File: config.mk
export PLATFORM = sky130hd
export DESIGN_NAME = serial_subtractor
export DESIGN_NICKNAME = d
export VERILOG_FILES = /design/src/rtl/sub_pkg.sv /design/src/rtl/full_subtractor.sv /design/src/rtl/serial_subtractor.sv
export SDC_FILE = /design/constraint.sdc
export NUM_CORES = 1
export LEC_CHECK = 0
export BUFFER_PORTS_ARGS = -buffer_cell sky130_fd_sc_hd__buf_2
export CAP_MARGIN = 25
export CORE_MARGIN = 10
export CORE_UTILIZATION = 49
export CTS_CLUSTER_DIAMETER = 30
export DETAILED_ROUTE_END_ITERATION = 8
export GPL_TIMING_DRIVEN = 0
export HOLD_SLACK_MARGIN = 0.1
export PLACE_DENSITY_LB_ADDON = 0.2
export SLEW_MARGIN = 40
export SYNTH_ARGS = -nofsm -noshare
export SYNTH_HDL_FRONTEND = slang
export SYNTH_SLANG_ARGS = --single-unit
File: constraint.sdc
create_clock -name clk -period 1.3 [get_ports clk]
set_input_delay 0.065 -clock clk [delete_from_list [all_inputs] [get_ports clk]]
set_output_delay 0.065 -clock clk [all_outputs]
set_load 0.01 [all_outputs]
File: src/rtl/sub_pkg.sv
// Shared definitions for the bit-serial subtractor and its companion checkers.
//   state_t       : controller states (IDLE, SHIFT, DONE)
//   DEFAULT_WIDTH : default operand/result width
//   sub_ovf()     : signed overflow of a - b from the operand and result MSBs
package sub_pkg;

    typedef enum logic [1:0] {
        IDLE  = 2'd0,
        SHIFT = 2'd1,
        DONE  = 2'd2
    } state_t;

    localparam int DEFAULT_WIDTH = 8;

    // Overflow of a subtraction: operands of opposite sign and a result whose
    // sign differs from the minuend.
    function automatic logic sub_ovf(input logic a_msb,
                                     input logic b_msb,
                                     input logic d_msb);
        return (a_msb != b_msb) && (d_msb != a_msb);
    endfunction

endpackage

File: src/rtl/full_subtractor.sv
// One-bit full subtractor cell: d = a - b - bin, bout = borrow out.
// Ports:
//   a    in   minuend bit
//   b    in   subtrahend bit
//   bin  in   borrow in
//   d    out  difference bit
//   bout out  borrow out
module full_subtractor (
    input  logic a,
    input  logic b,
    input  logic bin,
    output logic d,
    output logic bout
);

    assign d    = a ^ b ^ bin;
    assign bout = (~a & b) | (~(a ^ b) & bin);

endmodule

File: src/rtl/serial_subtractor.sv
// Bit-serial two's-complement subtractor: diff = A - B - Bin, LSB first,
// one bit per clock. Operands are latched on an accepted start; results are
// held on diff/Bout/ovf until the next operation completes. WIDTH must be >= 2.
//
// state | meaning
// IDLE  | waiting for start; last result held on outputs
// SHIFT | processing one bit per cycle, WIDTH cycles
// DONE  | result valid, done pulses; start here is accepted back-to-back
//
// Ports:
//   clk    in   rising-edge clock
//   rst_n  in   synchronous active-low reset
//   start  in   request, sampled in IDLE or DONE only
//   A      in   minuend (signed), latched on accepted start
//   B      in   subtrahend (signed), latched on accepted start
//   Bin    in   borrow-in, latched on accepted start
//   busy   out  high while bits are being processed
//   done   out  one-cycle pulse when the result is valid
//   diff   out  A - B - Bin modulo 2^WIDTH
//   Bout   out  final borrow (unsigned A < unsigned B + Bin)
//   ovf    out  signed overflow
module serial_subtractor
    import sub_pkg::*;
#(
    parameter int WIDTH = DEFAULT_WIDTH
) (
    input  logic             clk,
    input  logic             rst_n,
    input  logic             start,
    input  logic [WIDTH-1:0] A,
    input  logic [WIDTH-1:0] B,
    input  logic             Bin,
    output logic             busy,
    output logic             done,
    output logic [WIDTH-1:0] diff,
    output logic             Bout,
    output logic             ovf
);

    localparam int               CNT_W    = $clog2(WIDTH) + 1;
    localparam logic [CNT_W-1:0] CNT_LAST = CNT_W'(WIDTH - 1);

    state_t             state_q, state_d;
    logic [WIDTH-1:0]   a_sr_q, a_sr_d;
    logic [WIDTH-1:0]   b_sr_q, b_sr_d;
    logic [WIDTH-1:0]   r_sr_q, r_sr_d;
    logic               br_q, br_d;
    logic [CNT_W-1:0]   cnt_q, cnt_d;
    logic               a_msb_q, a_msb_d;
    logic               b_msb_q, b_msb_d;
    logic               busy_q, busy_d;
    logic               done_q, done_d;
    logic [WIDTH-1:0]   diff_q, diff_d;
    logic               bout_q, bout_d;
    logic               ovf_q, ovf_d;

    logic               fs_d;
    logic               fs_bout;

    full_subtractor u_fs (
        .a    (a_sr_q[0]),
        .b    (b_sr_q[0]),
        .bin  (br_q),
        .d    (fs_d),
        .bout (fs_bout)
    );

    always_comb begin
        state_d = state_q;
        a_sr_d  = a_sr_q;
        b_sr_d  = b_sr_q;
        r_sr_d  = r_sr_q;
        br_d    = br_q;
        cnt_d   = cnt_q;
        a_msb_d = a_msb_q;
        b_msb_d = b_msb_q;
        busy_d  = 1'b0;
        done_d  = 1'b0;
        diff_d  = diff_q;
        bout_d  = bout_q;
        ovf_d   = ovf_q;

        case (state_q)
            IDLE, DONE: begin
                state_d = IDLE;
                if (start) begin
                    state_d = SHIFT;
                    a_sr_d  = A;
                    b_sr_d  = B;
                    br_d    = Bin;
                    r_sr_d  = '0;
                    cnt_d   = '0;
                    // The original MSBs are gone once the operands shift out.
                    a_msb_d = A[WIDTH-1];
                    b_msb_d = B[WIDTH-1];
                    busy_d  = 1'b1;
                end
            end
            SHIFT: begin
                r_sr_d = {fs_d, r_sr_q[WIDTH-1:1]};
                a_sr_d = {1'b0, a_sr_q[WIDTH-1:1]};
                b_sr_d = {1'b0, b_sr_q[WIDTH-1:1]};
                br_d   = fs_bout;
                cnt_d  = cnt_q + CNT_W'(1);
                busy_d = 1'b1;
                if (cnt_q == CNT_LAST) begin
                    state_d = DONE;
                    busy_d  = 1'b0;
                    done_d  = 1'b1;
                    // The last bit computed this cycle is the result MSB.
                    diff_d  = {fs_d, r_sr_q[WIDTH-1:1]};
                    bout_d  = fs_bout;
                    ovf_d   = sub_ovf(a_msb_q, b_msb_q, fs_d);
                end
            end
            default: begin
                state_d = IDLE;
            end
        endcase
    end

    always_ff @(posedge clk) begin
        if (!rst_n) begin
            state_q <= IDLE;
            a_sr_q  <= '0;
            b_sr_q  <= '0;
            r_sr_q  <= '0;
            br_q    <= 1'b0;
            cnt_q   <= '0;
            a_msb_q <= 1'b0;
            b_msb_q <= 1'b0;
            busy_q  <= 1'b0;
            done_q  <= 1'b0;
            diff_q  <= '0;
            bout_q  <= 1'b0;
            ovf_q   <= 1'b0;
        end else begin
            state_q <= state_d;
            a_sr_q  <= a_sr_d;
            b_sr_q  <= b_sr_d;
            r_sr_q  <= r_sr_d;
            br_q    <= br_d;
            cnt_q   <= cnt_d;
            a_msb_q <= a_msb_d;
            b_msb_q <= b_msb_d;
            busy_q  <= busy_d;
            done_q  <= done_d;
            diff_q  <= diff_d;
            bout_q  <= bout_d;
            ovf_q   <= ovf_d;
        end
    end

    assign busy = busy_q;
    assign done = done_q;
    assign diff = diff_q;
    assign Bout = bout_q;
    assign ovf  = ovf_q;

endmodule

==> results of run 1 <==
-- flip-flops by register name, indices dropped and copies added (netlist names) --
signal and flops:
Bout 1, a_msb_q 1, a_sr_q 8, b_msb_q 1
b_sr_q 8, br_q 1, busy 1, cnt_q 4
diff 8, done 1, ovf 1, r_sr_q 7
state_q 2
-- layout make-up --
cell class / instances / area (sq um) / area share, %
Sequential cell: 44 / 887.1 / 38.28
Multi-Input combinational cell: 134 / 799.5 / 34.50
Timing Repair Buffer: 51 / 354.1 / 15.28
Buffer: 19 / 148.9 / 6.426
Clock buffer: 8 / 58.81 / 2.538
Tap cell: 46 / 57.56 / 2.484
Inverter: 3 / 11.26 / 0.4860
-- critical path, stage by stage (launching register included) --
cell	delay [ns]
dfxtp_2	0.35
inv_2	0.04
fa_1	0.57
and3b_1	0.18
a21oi_2	0.04
a211oi_1	0.20
-- worst max-delay path by stage --
stage | from | to | slack, ns | cells after the start
after detailed placement | br_q | ovf | -0.17 | 5
after CTS | br_q | ovf | -0.14 | 5
final | b_sr_q[0] | ovf | -0.16 | 5
after floorplan | b_sr_q[0] | ovf | -0.05 | 5
after global routing | b_sr_q[0] | ovf | -0.20 | 5
after global placement | b_sr_q[0] | ovf | -0.17 | 5
-- power by group --
part	switching, mW	internal, mW
Sequential	0.0322	1.40
Combinational	0.219	0.196
Clock	0.410	0.267
-- repair_timing --
item | 4_1_cts | 5_1_grt
endpoints found under the hold margin | 23 | 0
resized for setup | 9 | 21
hold buffers | 18 | 0
buffers inserted | 1 | 1
pin swaps | 2 | 3
setup endpoints to repair | 13 | 32
-- synth_stat cells, types with 2 or more instances --
master,instances
dfxtp_1,44
a21oi_1,41
nand3_1,35
a22oi_1,14
nand2_1,12
buf_4,9
o21ai_0,8
clkbuf_1,6
nand2b_1,4
nor2_1,4
buf_2,3
a211oi_1,2
and3b_1,2
inv_1,2
nor2b_1,2
nor3_1,2
-- per-layer routing --
| layer | GRT usage, % | wire, um | part of all wire, % | up-vias |
|---|---|---|---|---|
| met5 | 0 | 0 | 0 | - |
| met4 | 3.873 | 39 | 0.87 | 0 |
| met3 | 5.180 | 263 | 5.9 | 5 |
| met2 | 22.71 | 2165 | 48 | 30 |
| met1 | 18.56 | 2025 | 45 | 777 |
| li1 | - | - | - | 827 |
-- through the flow --
stage / util, % / cell area (sq um) / setup TNS (ns) / power (mW) / hold slack, ns
floorplan: - / 1764 / -0.05297 / 1.673 / 0.2165
global placement: 57.88 / 1977 / -1.023 / 1.774 / 0.3408
detailed placement: 57.88 / 1977 / -1.253 / 1.777 / 0.3485
CTS: 65.79 / 2247 / -0.1591 / 2.499 / 0.2129
global route: 67.84 / 2317 / -0.5284 / 2.649 / 0.2372
finish: 67.84 / 2317 / -0.3588 / 2.526 / 0.2323
-- cells by family after synthesis --
family	after synthesis	synth area share, %
AO/OA/AOI/OAI	67	21.93
AND/OR/NAND/NOR	63	17.81
flip-flops	44	49.96
buffers and inverters	22	7.238
multiplexers	2	1.207
adder cells (fa/ha/maj)	2	1.845
==> results.txt, run 1 <==
The total instance count after detailed placement came out at 277. The violation count after the first detailed-route iteration came out at 152. In the layout the commonest cells are dfxtp_1, a21oi_1, nand3_1.

Max-cap violations in this run came to 0. The sequential area share after synthesis is 49.96%. The fmax came out at 686.1 MHz. The startpoint identified for the worst hold timing path is start. The total power per unit cell area came out at 1090 nW/um^2. The cell type contributing the most total cell area after synthesis is dfxtp_1. The number of instances on the worst hold path came out at 5. The detailed-route DRC error count came out at 0.

Sorting the synthesized cells by area gives the leading types as dfxtp_1, a21oi_1, nand3_1. The H-tree depth came out at 2. The worst path setup slack after routing came out at -0.1575 ns.

The length in cells of the worst reg-to-reg path is 5. The standard cell core area is 3416 sq um. Setup slack on the worst reg-to-reg path comes out at -0.16 ns. The net count reported at finish came out at 280. The count of mapped cells out of synthesis came out at 200.

The number of failing setup endpoints in the final timing report is 3. Clock tree synthesis inserted a total of 5 buffers. The type of element capturing the critical path is a register. The arrival time at the worst endpoint is 1.73 ns. Counting flops with a built-in enable in the synthesized netlist gives 0.

In this run the biggest area consumer among cell types represents 49.96% of the synthesized area. The number of storage elements in the synthesis netlist came out at 44. The area of the die came out at 6397 sq um. The share of the clock period used by the worst path after layout is 112.1%. The number of library cell types mapped by synthesis came out at 26. The maximum buffer depth of the clock tree came out at 2.

Setup repair after global routing could not meet its margin everywhere. The leading cell type in the layout, fill and taps excluded is dfxtp_1. The startpoint identified for the worst register-to-register timing path is b_sr_q[0]. The final non-filler cell total is 305.

32 I/O pins were placed. The via count of the first global-routing pass is 1571. The worst reg2reg path endpoint is ovf. From synthesis to final layout, the design area changed by 31.44%. The main flop type after synthesis is dfxtp_1. The count of final hold-check violations is 0. The maximum fanout along the worst path is 3. The analysis attributes to cell leakage a power of 0.8979 nW.

In this run the tightest slew margin relative to its limit is 63.69%. The first global-routing pass estimated 7.514 mm of wire. Counting every net in the synthesized netlist gives 222.

During placement, the flow inserted port buffers numbering 31. The final reports fail on negative setup slack. The post-route clock skew came out at 0.007232 ns. The proportion of synthesized flip-flops having asynchronous set or reset came out at 0%. The time the worst path needs with I/O delays and setup came out at 1.458 ns. For hold timing, the worst endpoint is cnt_q[1]. A synthesized cell averages 8.815 sq um.

The chip width came out at 79.98 um. The diode insertion count for antenna repair came out at 0. The worst ir drop on vdd came out at 0.0008524 V.

The number of clock sinks seen by CTS came out at 44. The starting density of the core came out at 51.61%. The type of element launching the critical path is a register. The run finished, with violations left. Prior to clock tree synthesis, the placed netlist has a worst setup slack of -0.1710 ns.

The aggregate routed wire length came out at 4.493 mm. The pin count of the biggest net entering global routing came out at 13. The share of final-layout standard cells stronger than drive strength 1 came out at 27.41%. The first-pass iteration count of the detailed router is 4. Detailed placement ended at an HPWL of 3.030 mm. The layout has 290 filler cells. The final route contains 1639 vias. The count of antenna-violating nets left after detailed routing came out at 0.

The initial antenna violation count was 0. The setup path with the least slack is of type register to register. The actual slew at the worst max-slew pin is 0.5447 ns.

Across every metal layer, demand over resource in global routing totals 14.59%. The final weighted congestion in routability-driven placement came out at 0.8005. The cell area after synthesis came out at 1763 sq um. The source-to-sink clock delay at the later pin of the worst-skew pair is 0.35 ns. Global routing finished with a remaining overflow of 0. The classification of the worst-slack hold path is input port to register. The wire length per cell after detailed routing came out at 14.73 um. The tree is rooted in a clkbuf_4. The row count is 21. The Yosys step of the flow raised 0 warnings. The clock transition at the registers of the reported paths came out at 0.12 ns.

Data on the critical path is required at its endpoint by 1.57 ns. TritonCTS built the clock tree. The average via count per standard cell is 5.374. The number of max-slew violations in the final report came out at 0. The die boundary height is 79.98 um.
No activity file was read; power rests on OpenSTA's default activity.
==> run 2: changes to the inputs <==
BUFFER_PORTS_ARGS = not set   (was -buffer_cell sky130_fd_sc_hd__buf_2)
CORE_UTILIZATION = 55   (was 49)
DONT_BUFFER_PORTS = 1   (was not set)
PLACE_DENSITY_LB_ADDON = 0.1   (was 0.2)
==> run 2 against run 1 <==
  * Worst hold slack got worse by 0.11 ns
  * The run still ends with negative setup slack left
  * Maximum frequency rose by 1.2%
  * Wire length rose by 4.4%
==> results.txt, run 2 (synthesis results as in run 1) <==
Setup repair after global routing could not meet its margin everywhere. The count of maximum capacitance violations came out at 0. After layout, the minimum clock period comes to 1.440 ns. The H-tree was split into 2 levels.

The wire-length estimate of the detail-placed layout is 3.189 mm. The clock tree from TritonCTS is done. The number of max-slew violations in the final report was 0. After global routing the overflow that remains totals 0. Routability-driven placement finished with a final weighted congestion of 0.8774. Summing all non-filler instances in the final layout gives an area of 2161 sq um. The required time of the critical path is 1.57 ns. The worst path uses 110.8% of the clock period. The chip width came out at 76.62 um. Hold is met by 0.1239 ns. The static leakage came out at 0.7614 nW. The total power per unit cell area came out at 1218 nW/um^2.

The diode insertion count for antenna repair came out at 0. The via count of the first global-routing pass came to 1485. STA classifies the critical path startpoint as a register. The maximum cell stage delay along the critical path came out at 0.57 ns. The area after detailed placement is 1819 sq um.

The post-layout total power is 2.631 mW. The starting density of the core is 57.75%. The area of the die is 5870 sq um.

The actual slew at the worst max-slew pin came out at 0.5061 ns. The checks that failed: negative setup slack. The setup path with the least slack is of type register to register. The final sum of negative setup slack came out at -0.1679 ns. The total instance count after detailed placement came out at 244. In the routed design, unresolved DRC markers number 0. The multi-input logic area came out at 780.7 sq um.

The clock root buffer is clkbuf_4. The maximum buffer depth of the clock tree is 2. In this run the standard cell core region covers 3053 sq um. The clock drives 44 sinks. In this run the worst setup path begins at b_sr_q[0].

The final non-filler cell total came out at 274. Global routing consumed, over all layers together, 15.25% of the routing resources. The worst hold path belongs to the class input port to register.

The first-pass iteration count of the detailed router came out at 4. The row count came out at 20. The maximum fanout along the worst path came out at 3. The worst ir drop on vdd came out at 0.0009515 V. The average via count per standard cell is 5.880. The startpoint of the worst-slack reg-to-reg timing path is b_sr_q[0]. The number of buffers inserted by port buffering came out at 0. The wire length per cell after detailed routing came out at 17.12 um. The die boundary height came out at 76.62 um. The top cell types in the final layout, fill and taps aside, are dfxtp_1, a21oi_1, nand3_1. The count of final hold-check violations is 0.

On the final layout, the worst clock skew is 0.002804 ns. TritonCTS created 5 clock buffers. The initial antenna violation count is 0.

The aggregate routed wire length came out at 4.692 mm. The count of antenna-violating nets left after detailed routing came out at 0. Cells with a size suffix above 1 make up 16.52% of the layout. Data on the critical path arrives at its endpoint at 1.72 ns. The run finished, with violations left. The signal on the critical path passes through inv_2, fa_1, and3b_1, a21oi_2, a211oi_1. The sequential cells in the finished layout cover a total of 885.9 sq um. The violation count after the first detailed-route iteration is 151. The number of failing setup endpoints in the final timing report came out at 3. After clock tree synthesis, the clock-pin slew on the worst setup and hold paths is 0.12 ns. Entering global routing, the biggest net connects 14 pins. The largest individual stage delay along the critical path comes from the cell fa_1. The number of I/O pins came out at 32. The library cell used most frequently in the layout, excluding fill and tap cells, is dfxtp_1.

The max-slew headroom at the worst pin came out at 66.26%. Summing over every cut layer, the via total after detailed routing is 1611. The critical hold path startpoint is start.

The layout overhead on the synthesized area came out at 22.57%. The net count reported at finish is 251. Setup slack on the critical path of the routed design comes to -0.1403 ns. The first-pass GRT wire length came out at 7.369 mm. The source-to-sink clock delay at the later pin of the worst-skew pair is 0.35 ns. Counting the fill cells in the layout gives 255. The worst setup path is captured at a register.

Static timing analysis puts the maximum clock frequency at 694.3 MHz.
-- run 2: path summary, 6_finish.rpt --
path,to,slack [ns],cells past startpoint
max,ovf,-0.14,5
min,cnt_q[1],0.12,4
max reg2reg,ovf,-0.14,5
min reg2reg,b_sr_q[7],0.48,2
-- run 2: per-layer routing --
metal | vias to the layer above | global-route usage (%) | wire length [um]
met5 | - | 0 | 0
met4 | 0 | 4.461 | 52
met3 | 6 | 5.896 | 469
met2 | 67 | 24.66 | 2286
met1 | 765 | 18.23 | 1884
li1 | 773 | - | -
-- run 2: power breakdown --
| group | switching (mW) | internal [mW] | total (mW) |
|---|---|---|---|
| Combinational | 0.201 | 0.162 | 0.362 |
| Sequential | 0.0356 | 1.40 | 1.44 |
| Clock | 0.428 | 0.403 | 0.831 |
-- run 2: worst max-delay path: cells and delay by family, from the launching register on --
| family | cells | cell delay, ns |
|---|---|---|
| flip-flops | 1 | 0.35 |
| AND/OR/NAND/NOR | 1 | 0.18 |
| AO/OA/AOI/OAI | 2 | 0.22 |
| adder cells (fa/ha/maj) | 1 | 0.57 |
| buffers and inverters | 1 | 0.04 |
-- run 2: metrics by stage --
| step | utilization (%) | setup slack, ns |
|---|---|---|
| floorplan | - | -0.05297 |
| global placement | 59.59 | -0.1597 |
| detailed placement | 59.59 | -0.1852 |
| CTS | 68.52 | -0.1418 |
| global route | 70.78 | -0.2026 |
| finish | 70.78 | -0.1403 |
-- run 2: what timing repair did --
item	4_1_cts	5_1_grt
hold buffers	17	2
resized for setup	9	15
endpoints found under the hold margin	23	4
endpoints found under the setup margin	13	27
setup buffers	1	1
pin swaps	1	1
cloned	0	1
-- run 2: layout make-up --
type	instances	share of cell area (%)
plain buffers	19	6.543
clock buffers	6	1.911
clock inverters	2	1.621
inverters	3	0.5211
multi-input cells	134	36.13
flip-flops and latches	44	41.00
well taps	44	2.548
repair buffers	22	9.728
